`src/rtl/com_pkg.sv`:
```
// Shared types, header constants and segment layout defaults for the com packet RAM
// read path; com_test uses the same layout defaults to fill the RAM.
package com_pkg;

    typedef enum logic [2:0] {
        S_IDLE,
        S_WAIT,
        S_RD,
        S_DRAIN,
        S_NEXT,
        S_DONE
    } state_t;

    localparam int          DEF_INFO_NUM   = 16;
    localparam int          DEF_DATA_NUM   = 100;
    localparam int          DEF_DAT_NUM    = 6;
    localparam logic [14:0] DEF_INFO_BASE  = 15'h0100;
    localparam logic [14:0] DEF_DAT_BASE   = 15'h1000;
    localparam logic [14:0] DEF_DAT_STRIDE = 15'h1200;

    localparam logic [7:0] INFO_HDR0 = 8'h66;
    localparam logic [7:0] INFO_HDR1 = 8'hBB;
    localparam logic [7:0] DAT_HDR0  = 8'h55;
    localparam logic [7:0] DAT_HDR1  = 8'hAA;
    localparam logic [7:0] DAT_HDR2  = 8'hFF;

    typedef struct packed {
        logic       chk;
        logic [7:0] val;
    } hdr_exp_t;

    // Expected header byte for index idx of segment seg; chk=0 for payload bytes.
    // Frame k travels as segment k+1, and its fourth header byte carries k+1.
    function automatic hdr_exp_t hdr_expect(input logic [2:0] seg, input logic [11:0] idx);
        hdr_exp_t e;
        // NOTE: defaults first, so every path assigns every field and combinational use never infers a latch.
        e.chk = 1'b0;
        e.val = 8'h00;
        if (seg == 3'd0) begin
            case (idx)
                12'd0:   begin e.chk = 1'b1; e.val = INFO_HDR0; end
                12'd1:   begin e.chk = 1'b1; e.val = INFO_HDR1; end
                default: ;
            endcase
        end else begin
            case (idx)
                12'd0:   begin e.chk = 1'b1; e.val = DAT_HDR0; end
                12'd1:   begin e.chk = 1'b1; e.val = DAT_HDR1; end
                12'd2:   begin e.chk = 1'b1; e.val = DAT_HDR2; end
                12'd3:   begin e.chk = 1'b1; e.val = {5'd0, seg}; end
                default: ;
            endcase
        end
        return e;
    endfunction

endpackage

```
`src/rtl/com_skid_fifo.sv`:
```
// Two-entry FIFO between the RAM read port and the byte link; the head entry is
// presented directly, and count feeds the read-issue rule upstream.
module com_skid_fifo #(
    parameter int WIDTH = 9
) (
    input  logic             clk,
    input  logic             rst,
    input  logic             push,
    input  logic [WIDTH-1:0] push_data,
    input  logic             pop,
    output logic [WIDTH-1:0] head,
    output logic             valid,
    output logic [1:0]       count
);

    logic [WIDTH-1:0] mem [2];
    logic             wr_ptr;
    logic             rd_ptr;
    logic [1:0]       cnt;

    // NOTE: the two storage words are reset so the head reads as zero out of reset; deeper memories would not be.
    always_ff @(posedge clk or negedge rst) begin
        if (!rst) begin
            mem[0] <= '0;
            mem[1] <= '0;
            wr_ptr <= 1'b0;
            rd_ptr <= 1'b0;
            cnt    <= 2'd0;
        end else begin
            // NOTE: non-blocking assignments so every register sees pre-edge values regardless of statement order.
            if (push) begin
                mem[wr_ptr] <= push_data;
                wr_ptr      <= ~wr_ptr;
            end
            if (pop) begin
                rd_ptr <= ~rd_ptr;
            end
            cnt <= cnt + {1'b0, push} - {1'b0, pop};
        end
    end

    assign head  = mem[rd_ptr];
    assign valid = (cnt != 2'd0);
    assign count = cnt;

endmodule

```
`src/rtl/com_ram_reader.sv`:
```
// Read side of the com packet RAM: on fs streams the INFO segment and DAT_NUM data
// frames onto a valid/ready byte link, checks each segment header, and raises fd.
module com_ram_reader
    import com_pkg::*;
#(
    parameter int          INFO_NUM   = DEF_INFO_NUM,
    parameter int          DATA_NUM   = DEF_DATA_NUM,
    parameter int          DAT_NUM    = DEF_DAT_NUM,
    parameter logic [14:0] INFO_BASE  = DEF_INFO_BASE,
    parameter logic [14:0] DAT_BASE   = DEF_DAT_BASE,
    parameter logic [14:0] DAT_STRIDE = DEF_DAT_STRIDE
) (
    input  logic        clk,
    input  logic        rst,
    input  logic        fs,
    output logic        fd,
    output logic [14:0] ram_data_rxa,
    output logic        ram_data_rxen,
    input  logic [7:0]  ram_data_rxd,
    output logic [7:0]  tx_data,
    output logic        tx_valid,
    input  logic        tx_ready,
    output logic        tx_last,
    output logic [2:0]  tx_seg,
    output logic        hdr_err
);

    localparam logic [11:0] INFO_M1 = 12'(INFO_NUM - 1);
    localparam logic [11:0] DATA_M1 = 12'(DATA_NUM - 1);

    state_t      state;
    logic [2:0]  seg;
    logic [11:0] rd_cnt;
    logic [11:0] byte_idx;
    logic        rv;
    logic        rv_last;
    logic [1:0]  fifo_cnt;
    logic [8:0]  head;
    logic [11:0] len_m1;
    logic        accept;
    logic        issue;
    logic        last_rd;
    logic        drained;
    logic [14:0] next_base;
    hdr_exp_t    hexp;

    assign len_m1    = (seg == 3'd0) ? INFO_M1 : DATA_M1;
    assign accept    = tx_valid & tx_ready;
    assign last_rd   = (rd_cnt == len_m1);
    assign next_base = DAT_BASE + 15'({12'd0, seg} * DAT_STRIDE);
    assign hexp      = hdr_expect(seg, byte_idx);

    // A read may issue only if the FIFO entries plus the byte already returning, less the
    // byte leaving this cycle, leave a free slot; counting the pop keeps one byte per cycle.
    assign issue = (state == S_RD) &&
                   (({1'b0, fifo_cnt} + {2'b00, rv} - {2'b00, accept}) < 3'd2);

    // The FIFO only ever holds bytes of the current segment, so seg doubles as tx_seg.
    assign drained = !rv && ((fifo_cnt == 2'd0) || ((fifo_cnt == 2'd1) && accept));

    assign ram_data_rxen = issue;
    assign tx_data       = head[8:1];
    assign tx_last       = head[0];
    assign tx_seg        = seg;

    com_skid_fifo #(
        .WIDTH(9)
    ) u_fifo (
        .clk      (clk),
        .rst      (rst),
        .push     (rv),
        .push_data({ram_data_rxd, rv_last}),
        .pop      (accept),
        .head     (head),
        .valid    (tx_valid),
        .count    (fifo_cnt)
    );

    always_ff @(posedge clk or negedge rst) begin
        if (!rst) begin
            state        <= S_IDLE;
            seg          <= 3'd0;
            rd_cnt       <= 12'd0;
            byte_idx     <= 12'd0;
            ram_data_rxa <= 15'd0;
            rv           <= 1'b0;
            rv_last      <= 1'b0;
            fd           <= 1'b0;
            hdr_err      <= 1'b0;
        end else begin
            rv <= issue;
            if (issue) begin
                rv_last      <= last_rd;
                ram_data_rxa <= ram_data_rxa + 15'd1;
                rd_cnt       <= rd_cnt + 12'd1;
            end
            if (accept) begin
                byte_idx <= byte_idx + 12'd1;
                if (hexp.chk && (tx_data != hexp.val)) begin
                    hdr_err <= 1'b1;
                end
            end

            case (state)
                S_IDLE: state <= S_WAIT;
                S_WAIT: begin
                    if (fs) begin
                        state        <= S_RD;
                        seg          <= 3'd0;
                        rd_cnt       <= 12'd0;
                        byte_idx     <= 12'd0;
                        ram_data_rxa <= INFO_BASE;
                        hdr_err      <= 1'b0;
                    end
                end
                S_RD: begin
                    if (issue && last_rd) begin
                        state <= S_DRAIN;
                    end
                end
                S_DRAIN: begin
                    if (drained) begin
                        state <= S_NEXT;
                    end
                end
                S_NEXT: begin
                    if (seg == 3'(DAT_NUM)) begin
                        state <= S_DONE;
                        fd    <= 1'b1;
                    end else begin
                        state        <= S_RD;
                        seg          <= seg + 3'd1;
                        rd_cnt       <= 12'd0;
                        byte_idx     <= 12'd0;
                        ram_data_rxa <= next_base;
                    end
                end
                S_DONE: begin
                    if (!fs) begin
                        state <= S_WAIT;
                        fd    <= 1'b0;
                    end
                end
                default: state <= S_IDLE;
            endcase
        end
    end

endmodule

```
`config.mk`:
```
export PLATFORM = sky130hd
export DESIGN_NAME = com_ram_reader
export DESIGN_NICKNAME = d
export VERILOG_FILES = /design/src/rtl/com_pkg.sv /design/src/rtl/com_skid_fifo.sv /design/src/rtl/com_ram_reader.sv
export SDC_FILE = /design/constraint.sdc
export NUM_CORES = 1
export LEC_CHECK = 0
export ABC_AREA = 1
export BUFFER_PORTS_ARGS = -buffer_cell sky130_fd_sc_hd__buf_2
export CORE_MARGIN = 2
export CORE_UTILIZATION = 30
export DETAILED_ROUTE_END_ITERATION = 6
export PLACE_DENSITY = 0.44
export SLEW_MARGIN = 20
export SYNTH_ARGS = -nofsm -noshare
export SYNTH_HDL_FRONTEND = slang
export SYNTH_SLANG_ARGS = --single-unit
export TNS_END_PERCENT = 10
```
`constraint.sdc`:
```
create_clock -name clk -period 3.2 [get_ports clk]
set_input_delay 0.64 -clock clk [delete_from_list [all_inputs] [get_ports clk]]
set_output_delay 0.64 -clock clk [all_outputs]
set_load 0.005 [all_outputs]
```
# Yosys cells after proc, flatten, opt, wreduce, memory -nomap -nowiden
# Cells that the tools add are included.
[op_classes] mux=38 bitwise=5 order_cmp=4 n_eq_ne=18 n_mul=1 addsub=9 n_reduce_logical=18
[ops] op="$mux 12" n=6
[ops] op="$pmux 12 s2" n=2
[ops] op="$mux 15" n=3
[ops] op="$mux 9" n=5
[ops] op="$pmux 9 s4" n=1
[ops] op="$pmux 15 s2" n=1
[ops] op="$add 12x1->12 const B" n=2
[ops] op="$eq 12x2->1 const B" n=2
[ops] op="$mux 3" n=7
[ops] op="$bwmux 18" n=1
[ops] op="$pmux 3 s6" n=1
[ops] op="$pmux 9 s2" n=1
[ops] op="$add 13x15->15 const A" n=1
[ops] op="$add 15x1->15 const B" n=1
[ops] op="$eq 12x1->1 const B" n=1
[ops] op="$eq 12x7->1" n=1
[ops] op="$logic_not 12->1" n=1
[ops] op="$ne 2x2->1 const B" n=5
[ops] op="$demux 9 s1" n=1
[ops] op="$eq 3x3->1 const B" n=3
[ops] op="$ne 8x8->1" n=1
[ops] op="$mux 7" n=1
[ops] op="$eq 3x2->1 const B" n=2
[ops] op="$logic_and 1x1->1" n=6
[ops] op="other kinds (25)" n=37
[word_totals] output_inout_bits=31 inputBits=12 reg_bits=71 elab_cells=107

# Depth between registers and ports, before layout
[depth] word_depth=10 ltp_mapped=20

# Modules after synthesis
# A second synthesis with hierarchy kept.
[unflattened] hier_cells=526 hier_area_um2=4085.2
[by_module_without_submodules] mod="com_ram_reader" seq_area_each_um2=1226.2 instances=1 cells_each=409 area_per_inst_um2=3025.4
[by_module_without_submodules] mod="com_skid_fifo" seq_area_each_um2=550.5 instances=1 cells_each=117 area_per_inst_um2=1059.8

# Worst setup path after synthesis
# Ideal clock, no wire load.
[synth_path] kind="input to register" from="in tx_ready" to="reg rd_cnt[10]" cell_stages=17 arrival_ns=2.778 setup_ns=0.120 setup_slack_ns=0.302 path_buffers=1 path_cell_list="nand2_4 -> inv_1 -> ha_1 -> inv_1 -> ha_1 -> fa_1 -> nor2_4 -> nand2_1 -> nor2_2 -> buf_4 -> nand2_1 -> nor2_2 -> inv_2 -> nor2_4 -> nand3_1 -> xor2_1 -> nor2_2"
[synth_via] elab_chain_cells=7 word_cells_on_any_way=8
[synth_lines] element="start, declared" line="com_ram_reader.sv:22" text="input logic tx_ready,"
[synth_lines] element="$and 1x1->1 (*)" line="com_ram_reader.sv:48" text="assign accept = tx_valid & tx_ready;"
[synth_lines] element="net accept" line="com_ram_reader.sv:40" text="logic accept;"
[synth_lines] element="$sub 3x1->3 (*)" line="com_ram_reader.sv:56" text="(({1'b0, fifo_cnt} + {2'b00, rv} - {2'b00, accept}) < 3'd2);"
[synth_lines] element="$lt 3x2->1 (*)" line="com_ram_reader.sv:56"
[synth_lines] element="$logic_and 1x1->1 (*)" line="com_ram_reader.sv:55" text="assign issue = (state == S_RD) &&"
[synth_lines] element="net ram_data_rxen" line="com_ram_reader.sv:18" text="output logic ram_data_rxen,"
[synth_lines] element="$mux 12 (*)" line="com_ram_reader.sv:92" text="if (issue) begin"
[synth_lines] element="$mux 12, on equally long branches" line="com_ram_reader.sv:127, com_ram_reader.sv:107"
[synth_lines] element="$pmux 12 s2 (*)" line="com_ram_reader.sv:104" text="case (state)"
[synth_lines] element="end signal, assigned" line="com_ram_reader.sv:95" text="rd_cnt <= rd_cnt + 12'd1;"
[synth_lines] element="end, declared" line="com_ram_reader.sv:33" text="logic [11:0] rd_cnt;"
# The timed path passes the listed nets; every way through them passes the cells marked *.
# A chain may end at the register's enable or synchronous reset.

# Worst setup path in the final report
[layout_path] from="reg u_fifo.cnt[1], in the netlist u_fifo.count[1]" to="out ram_data_rxen"
[layout_via] elab_chain_cells=5 word_cells_on_any_way=6
[layout_lines] element="start, declared" line="com_skid_fifo.sv:19" text="logic [1:0] cnt;"
[layout_lines] element="start signal, assigned" line="com_skid_fifo.sv:38" text="cnt <= cnt + {1'b0, push} - {1'b0, pop};"
[layout_lines] element="$reduce_bool 2->1" line="com_skid_fifo.sv:43" text="assign valid = (cnt != 2'd0);"
[layout_lines] element="$and 1x1->1" line="com_ram_reader.sv:48"
[layout_lines] element="net accept" line="com_ram_reader.sv:40"
[layout_lines] element="$sub 3x1->3" line="com_ram_reader.sv:56"
[layout_lines] element="$lt 3x2->1" line="com_ram_reader.sv:56"
[layout_lines] element="$logic_and 1x1->1" line="com_ram_reader.sv:55"
[layout_lines] element="end, declared" line="com_ram_reader.sv:18"
# The timed path passes the listed nets, and every way through them passes these cells.

==> metrics.csv <==
metric;value;unit
Clk Latency, worst-skew pair;0.33;ns
Hold WC Path Type;primary input to asynchronous set/reset pin;
post-synth top area cell;dfrtp_1;
Top delay family on crit path;adder cells;
clock share of power;26.2;%
synthesis-stage register bit count;71;
Num CTS Buffers;9;
most common cell after layout, fill and taps aside;nand2_1;
Routed WL;9010;um
Flop pwr share;31.3;%
Die Y;118;um
Finished Cell Area;4810;um^2
number of global-route vias before repair;3135;
port buffer count;42;
Post-Synthesis Cells;491;
Yosys cell types;38;
WS Path Type;register to primary output;
core area;12700;um^2
Synthesized Nets;515;
Die Wd;118;um
Yosys top cell area share;45.6;%
Worst EP arrival;2.44;ns
worst-margin pin slew;0.752;ns
crit-path cells;inv_2 > nand2_2 > nand2_4 > inv_1 > ha_1 > inv_1 > ha_1 > fa_2 > nor2_4 > nand2_1 > nor2_4 > buf_4 > buf_2;
Critical-path top delay cell;fa_2;
via count;3262;
H-tree level count;3;
GR Util All Layers;14.0;%
Bufs and invs on worst path;5;
Layout area overhead;23.5;%
crit end category;primary output;
most frequent cells in the layout;nand2_1 (112), dfrtp_1 (71), inv_1 (57), nor2_1 (56), buf_2 (42);
r2r setup slk;0.26;ns
row cnt;41;
first-pass GRT wire length;15600;um
FF-to-FF End;ram_data_rxa[11]$_DFF_PN0_;
dpl cell area;4430;um^2
Comb power frac;42.5;%
P_leak;0.00240;uW
RePlAce Congestion;0.824;
Final setup viols;0;
pin count of the biggest net entering global routing;42;
# DRC;0;
Slew Limit Fails;0;
min Tclk post-route;3.08;ns
RSZ-0062 raised after global routing;false;
switching power total;1750;uW
antenna viol nets, final;0;
Synth Warn #;0;
io pins;43;
sequential share of the synthesized area;45.6;%
internal power;2690;uW
FMAX;325;MHz
router iterations before antenna repair;4;
R2R Path Start;u_fifo.count[1]$_DFF_PN0_;
total gr overflow;0;
clock buffer depth;2;
outcome;complete, no violations;
CTS tree;yes;
Initial Utilization;30.8;%
dpl hpwl;6590;um
CP required;2.56;ns
PD cells;922;nW/um^2
max cap viols;0;
clock-pin slew on the worst setup and hold paths;0.06;ns
crit path max fanout;2;
DR iter-0 viols;217;
Synth area leaders;dfrtp_1 (46%), nand2_1 (11%), inv_1 (5.6%);
setup TNS;0;ns
Netlist Area Pre-Place;3900;um^2
sw frac;39.5;%
maximum vdd drop;0.287;mV
share of layout cells above drive strength 1;21.0;%
initial antenna violation count;0;
Period Utilization, post-route;96.3;%
DIE AREA;13900;um^2
Synth Area per Inst;7.94;um^2
FF-to-FF path depth;19;
startpoint types;register;
CTS root buffer;clkbuf_16;
fin nets;582;
antenna cells;0;
Min Hold Slack;0.369;ns
Hold Fails Final Rpt;0;
vias per cell;4.44;
CTS sink cnt;71;
routed len/inst;12.3;um
Max-slew headroom;49.9;%
WP depth;13;
Clock Skew;0.00455;ns
CP max stage delay;0.57;ns
## flip-flops by register name, summed over array words and instances, names as in the netlist
| register | count |
|---|---|
| u_fifo.mem | 18 |
| ram_data_rxa | 15 |
| byte_idx | 12 |
| rd_cnt | 12 |
| state | 3 |
| tx_seg | 3 |
| u_fifo.count | 2 |
| fd | 1 |
| hdr_err | 1 |
| rv | 1 |
| rv_last | 1 |
| u_fifo.rd_ptr | 1 |
| u_fifo.wr_ptr | 1 |
## power groups by stage
stage	logic, uW	clock network (uW)	registers, uW
after CTS	1900	1200	1390
final	1880	1160	1390
after detailed placement	1850	0	1410
after global routing	2190	1240	1430
after global placement	1840	0	1400
after floorplan	1290	0	1340
## worst max-delay path by stage
stage	startpoint	to	slack (ns)
2_1_floorplan	tx_ready	rd_cnt[10]$_DFF_PN0_	0.30
3_3_place_gp	tx_ready	rd_cnt[10]$_DFF_PN0_	-0.04
3_5_place_dp	tx_ready	rd_cnt[10]$_DFF_PN0_	-0.08
4_1_cts	u_fifo.count[0]$_DFF_PN0_	ram_data_rxen	0.005
5_1_grt	u_fifo.count[1]$_DFF_PN0_	ram_data_rxen	0.007
6_report	u_fifo.count[1]$_DFF_PN0_	ram_data_rxen	0.12
## cells in the mapped netlist
| cell type | count |
|---|---|
| or2_2 | 5 |
| xnor2_2 | 1 |
| nor2_1 | 56 |
| ha_1 | 11 |
| nand2_4 | 1 |
| o2111ai_1 | 1 |
| nor2_4 | 4 |
| inv_1 | 58 |
| a21oi_1 | 17 |
| o21ai_1 | 4 |
| nand2_1 | 112 |
| xnor2_1 | 5 |
| buf_4 | 2 |
| a211oi_1 | 2 |
| or2_1 | 1 |
| a31oi_1 | 1 |
| buf_2 | 3 |
| o221ai_1 | 1 |
| nand3_1 | 27 |
| nand4_1 | 7 |
| inv_2 | 7 |
| nand2_2 | 4 |
| nor4_2 | 2 |
| dfrtp_1 | 71 |
| nor3_1 | 12 |
| o31ai_1 | 1 |
| fa_1 | 1 |
| nor2_2 | 8 |
| o22ai_1 | 1 |
| clkbuf_1 | 3 |
| o21ai_0 | 41 |
| and3_4 | 1 |
| xor2_1 | 13 |
| nand3_4 | 1 |
| o21a_1 | 1 |
| and2_1 | 1 |
| o211ai_1 | 2 |
| nor3_2 | 2 |
## logic make-up after synthesis
family,count (synthesis),share of synthesized area (%)
fa+ha+maj,12,4.04
compound gates,72,9.89
flops,71,45.6
buf+inv,73,7.32
simple gates,244,28.7
xor+xnor,19,4.46
## stage by stage
stage,instances,setup WS [ns],total power (uW),util [%]
final,735,0.119,4440,38.0
after global routing,735,0.00718,4860,38.0
after CTS,734,0.00495,4490,37.9
after detailed placement,715,-0.0754,3260,35.0
after global placement,715,-0.0444,3240,35.0
after floorplan,491,0.302,2630,-
## layout make-up
type                            instances  area, um^2
Tap cell                              172         215
Sequential cell                        71        1780
Multi-Input combinational cell        347        1840
Fill cell                            1371        7860
Inverter                               65         244
Clock inverter                          6         108
Timing Repair Buffer                   64         388
Clock buffer                           10         239
## metal layers
layer	global-route usage [%]	share of wire (%)	vias to the layer above
met5	0	0	-
met4	4.52	1.1	0
met3	3.05	4.1	8
met2	20.8	43	49
met1	20.3	52	1498
li1	-	-	1707
## timing repair
item / 4_1_cts / 5_1_grt
gates resized for setup: 2 / 1
endpoints found under the setup margin: 1 / 7
pin swaps: 2 / 2
hold buffers: 0 / 0
buffers inserted: 3 / 1
No activity file was read; power rests on OpenSTA's default activity.
